--- src/rtl/button_debounce_fsm.sv ---
// Debounce FSM for one push-button: 2-flop synchroniser, tick-counted stability
// check in each direction, clean level, press/release pulses and a press counter.
module button_debounce_fsm #(
  parameter int STABLE_COUNT = 4,
  parameter int CNT_W        = 3
) (
  input  logic       clk,
  input  logic       rst,
  input  logic       btn_raw,
  input  logic       sample_tick,
  output logic       timer_en,
  output logic       btn_clean,
  output logic       press_pulse,
  output logic       release_pulse,
  output logic [7:0] press_count,
  output logic [1:0] state_dbg
);

  // Encoding is visible on state_dbg: LOW=0, CHK_HIGH=1, HIGH=2, CHK_LOW=3.
  typedef enum logic [1:0] {
    LOW      = 2'd0,
    CHK_HIGH = 2'd1,
    HIGH     = 2'd2,
    CHK_LOW  = 2'd3
  } state_t;

  localparam logic [CNT_W-1:0] CNT_MAX = CNT_W'(STABLE_COUNT - 1);

  state_t           state, state_d;
  logic [CNT_W-1:0] cnt, cnt_d;
  logic             sync1, btn_s;
  logic             clean_d, press_d, release_d;
  logic [7:0]       count_d;

  always_ff @(posedge clk) begin
    if (rst) begin
      sync1 <= 1'b0;
      btn_s <= 1'b0;
    end else begin
      sync1 <= btn_raw;
      btn_s <= sync1;
    end
  end

  // Timer contract: timer_en is high only while checking; sample_tick is a
  // single-cycle pulse that is consumed only in CHK_HIGH / CHK_LOW.
  always_comb begin
    state_d   = state;
    cnt_d     = cnt;
    clean_d   = btn_clean;
    press_d   = 1'b0;
    release_d = 1'b0;
    count_d   = press_count;
    case (state)
      LOW: begin
        if (btn_s) begin
          state_d = CHK_HIGH;
          cnt_d   = '0;
        end
      end
      CHK_HIGH: begin
        // An abort level takes priority over a coincident tick.
        if (!btn_s) begin
          state_d = LOW;
          cnt_d   = '0;
        end else if (sample_tick) begin
          if (cnt == CNT_MAX) begin
            state_d = HIGH;
            cnt_d   = '0;
            clean_d = 1'b1;
            press_d = 1'b1;
            count_d = press_count + 8'd1;
          end else begin
            cnt_d = cnt + 1'b1;
          end
        end
      end
      HIGH: begin
        if (!btn_s) begin
          state_d = CHK_LOW;
          cnt_d   = '0;
        end
      end
      CHK_LOW: begin
        if (btn_s) begin
          state_d = HIGH;
          cnt_d   = '0;
        end else if (sample_tick) begin
          if (cnt == CNT_MAX) begin
            state_d   = LOW;
            cnt_d     = '0;
            clean_d   = 1'b0;
            release_d = 1'b1;
          end else begin
            cnt_d = cnt + 1'b1;
          end
        end
      end
      default: begin
        state_d = LOW;
        cnt_d   = '0;
      end
    endcase
  end

  always_ff @(posedge clk) begin
    if (rst) begin
      state         <= LOW;
      cnt           <= '0;
      btn_clean     <= 1'b0;
      press_pulse   <= 1'b0;
      release_pulse <= 1'b0;
      press_count   <= 8'd0;
    end else begin
      state         <= state_d;
      cnt           <= cnt_d;
      btn_clean     <= clean_d;
      press_pulse   <= press_d;
      release_pulse <= release_d;
      press_count   <= count_d;
    end
  end

  assign timer_en  = (state == CHK_HIGH) || (state == CHK_LOW);
  assign state_dbg = state;

endmodule

--- config.mk ---
export PLATFORM = sky130hd
export DESIGN_NAME = button_debounce_fsm
export DESIGN_NICKNAME = d
export VERILOG_FILES = /design/src/rtl/button_debounce_fsm.sv
export SDC_FILE = /design/constraint.sdc
export NUM_CORES = 1
export LEC_CHECK = 0
export CORE_UTILIZATION = 60
export CTS_BUF_LIST = sky130_fd_sc_hd__clkbuf_4 sky130_fd_sc_hd__clkbuf_8
export CTS_CLUSTER_SIZE = 12
export DETAILED_ROUTE_END_ITERATION = 6
export DONT_BUFFER_PORTS = 1
export PLACE_DENSITY = 0.76
export SLEW_MARGIN = 10
export SYNTH_ARGS = -nofsm -noshare
export SYNTH_HDL_FRONTEND = slang
export SYNTH_SLANG_ARGS = --single-unit
export TNS_END_PERCENT = 1
--- constraint.sdc ---
create_clock -name clk -period 3.7 [get_ports clk]
set_input_delay 0.555 -clock clk [delete_from_list [all_inputs] [get_ports clk]]
set_output_delay 0.555 -clock clk [all_outputs]
set_load 0.01 [all_outputs]
==> impl_results.md <==
* Max cap viols at 0
* Pwr dens at approximately 350 nW/um^2
* Clk pwr share at 0.313
* Io pins at 18
* First-pass GRT wire length at around 2.2 mm
* Slew Viols, Final at 0
* #FFs+latches synth at 18
* Synth Warn # at 0
* Clock root buffer: clkbuf_4
* Required time of the worst setup path at ~3900 ps
* Commonest non-fill, non-tap cell in the layout: dfxtp_1
* Max Clock Skew at approximately 1.1 ps
* Gr usage total at 0.2090
* Fmax at 555.7 MHz
* Setup slack after layout at between 1500 and 2000 ps
* # port buffers at 0
* Residual DRC at 0
* Avg WL per Cell at around 14 um
* Flop pwr share at 0.667
* Row Count at 13
* Initial core utilization at 0.6486
* Die X at 39.74 um
* CP bufs+invs at 0
* Initial DRC count at 16
* CP Launch Type: flop
* Hold_buf cts at 0
* Sw power at 0.06225 mW
* Clk Latency, worst-skew pair at about 280 ps
* Post-Syn Area at 854.6 um^2
* Final #Nets at 99
* Area leader, netlist: dfxtp_1
* Worst setup EP type: flop
* Worst Path Arrival at roughly 2000 ps
* Crit-path leading delay family: simple AND/OR/NAND/NOR gates
* Hold Fails Final Rpt at 0
* Core box area at about 1300 um^2
* Status: finished clean
* Largest cells by area after synthesis: dfxtp_1 42%, a21oi_1 5.3%, nand2_1 4.0%
* Worst-path clk slew at ~90 ps
* Largest family of logic cells by synthesized area: simple AND/OR/NAND/NOR gates
* Layout cells sized above 1 at 0.1099
* Hold WC Path Type: in2reg
* Grt ovf at 0
* Final HPWL DP at about 950 um
* Slowest stage cell, crit path: dfxtp_1
* Pre-antenna DRT Iters at 3
* RSZ-0062 raised after global routing: no
* CTS Buffer Depth at 2
* CTS-repair resized insts at 0
* Net Sw Frac at 0.2080
* Endpoints failing setup at 0
* Die Area at between 1500 and 2000 um^2
* Worst Tran Pin Value at approximately 510 ps
* Synth top area share at 0.4217
* Critical Path Fanout Max at 18
* Die height at approximately 40 um
* Post-Synth XOR/XNOR Area at 0.01903
* Commonest cells after routing, fill and taps aside: 18 x dfxtp_1, 9 x a21oi_1, 9 x nand2_1
* Post-synthesis simple-gate area fraction at 0.3236
* Max incr delay on CP at between 600 and 700 ps
* Post-synthesis mux area share at 0.01318
* Vias in the first global route at approximately 490
* CTS tree: built
* Synth Area in Compound Gates at 0.1435
* Comb pwr share at 0.020
* Mapped Nets at 100
* Routed via count at between 600 and 700
* Min Tclk post-route at approximately 1800 ps
* CP Class: reg2reg
* Total Wirelength at roughly 1.4 mm
* Slew headroom at 0.6572
* DR vias/cell at about 6.3
* Synth Area in Adders at 0.02928
* CTS sink cnt at 18
* P_int at 0.2370 mW
* Final period utilization at 0.4863
* CTS H-Tree Depth at 1
* Routed Antenna Nets at 0
* ANT cells at 0
* Critical-path cell list: nand4b_4 -> nor4_1 -> mux2_2
* Pin count of the biggest net entering global routing at 24
* Maximum VDD drop at about 0.16 mV
* Register area share after synthesis at 0.4217
* Post-CTS Setup Repair Bufs at 0
* Synthesized area per cell at around 9.1 um^2
* Yosys cell types at 31
* Layout area overhead at 1.171%
* LEAKAGE at a little under 0.3 nW
* Initial antenna violation count at 0
* Place WS at roughly 1900 ps
* Cts bufs inserted at 3
* RD Place Congestion at 0.6764
* Post-Synthesis Cells at 94
* Total negative slack at 0 ps
[cells in the mapped netlist]
cell type and n:
nor4_1 2, and4b_1 1, or4_1 4, buf_2 1, buf_6 1, o311ai_1 1
or3_1 2, nand4b_4 1, nand3b_1 1, a21oi_1 9, dfxtp_1 18, o21ai_0 4
xor2_2 1, nand2_1 9, or4b_2 2, nand4b_1 1, clkbuf_1 4, or4b_1 1
nor3b_1 2, nand3_1 5, nand4_1 1, o211ai_2 1, o31ai_1 4, ha_1 2
or2_2 1, mux2_2 1, nor2_1 3, nor2b_1 5, inv_1 3, a31oi_1 1
nand2b_1 2
[power groups by stage]
stage | registers (mW) | clock network [mW] | logic (mW)
final | 0.200 | 0.0936 | 0.00599
after floorplan | 0.202 | 0 | 0.0106
after CTS | 0.200 | 0.0972 | 0.00606
after global placement | 0.204 | 0 | 0.00582
after detailed placement | 0.204 | 0 | 0.00603
after global routing | 0.200 | 0.105 | 0.00719
[cell type report]
cell class              count  area [um^2]
well taps                  15        18.77
clock buffers               3        22.52
inverters                   3        11.26
fillers                   116        452.9
multi-input cells          67        451.7
flip-flops and latches     18        360.3
[sequential cells by signal, indices dropped and copies added, names as in the netlist, named ones only]
name	count
sync1	1
release_pulse	1
press_count	8
state_dbg	1
btn_clean	1
cnt	3
press_pulse	1
btn_s	1
[cell families (layout without fill, tap and decap cells)]
kind of cell / Yosys count / in the layout
AND/OR/NAND/NOR: 43 / 43
multiplexers: 1 / 1
adder cells (fa/ha/maj): 2 / 2
flip-flops: 18 / 18
AO/OA/AOI/OAI: 20 / 20
buffers and inverters: 9 / 6
XOR/XNOR: 1 / 1
[stage by stage]
| step | cell area (um^2) | std cells | hold WS (ps) | total power, mW | util |
|---|---|---|---|---|---|
| 3_5_place_dp | 842.1 | 103 | 443.4 | 0.2103 | 0.6391 |
| 3_3_place_gp | 842.1 | 103 | 438.5 | 0.2099 | 0.6391 |
| 2_1_floorplan | 854.6 | 94 | 413.8 | 0.2126 | - |
| 6_report | 864.6 | 106 | 324.1 | 0.2993 | 0.6562 |
| 5_1_grt | 864.6 | 106 | 307.3 | 0.3120 | 0.6562 |
| 4_1_cts | 864.6 | 106 | 315.0 | 0.3031 | 0.6562 |
[layer usage]
layer  GRT usage  part of all wire  vias to the layer above
met1      0.3093              0.53                      307
met3     0.07386             0.044                        2
met2      0.2541              0.42                       17
met5           0                 0                        -
li1            -                 -                      343
met4      0.1034            0.0070                        0
[worst paths after layout]
kind / depth (start not counted) / to / start / slack, ps
setup reg to reg: 3 / press_count[7] / state_dbg[0] / 1900
setup / recovery: 3 / press_count[7] / state_dbg[0] / 1900
hold / removal: 1 / press_count[2] / rst / 320
hold reg to reg: 1 / btn_s / sync1 / 450
Power figures use the tool's default switching activity.
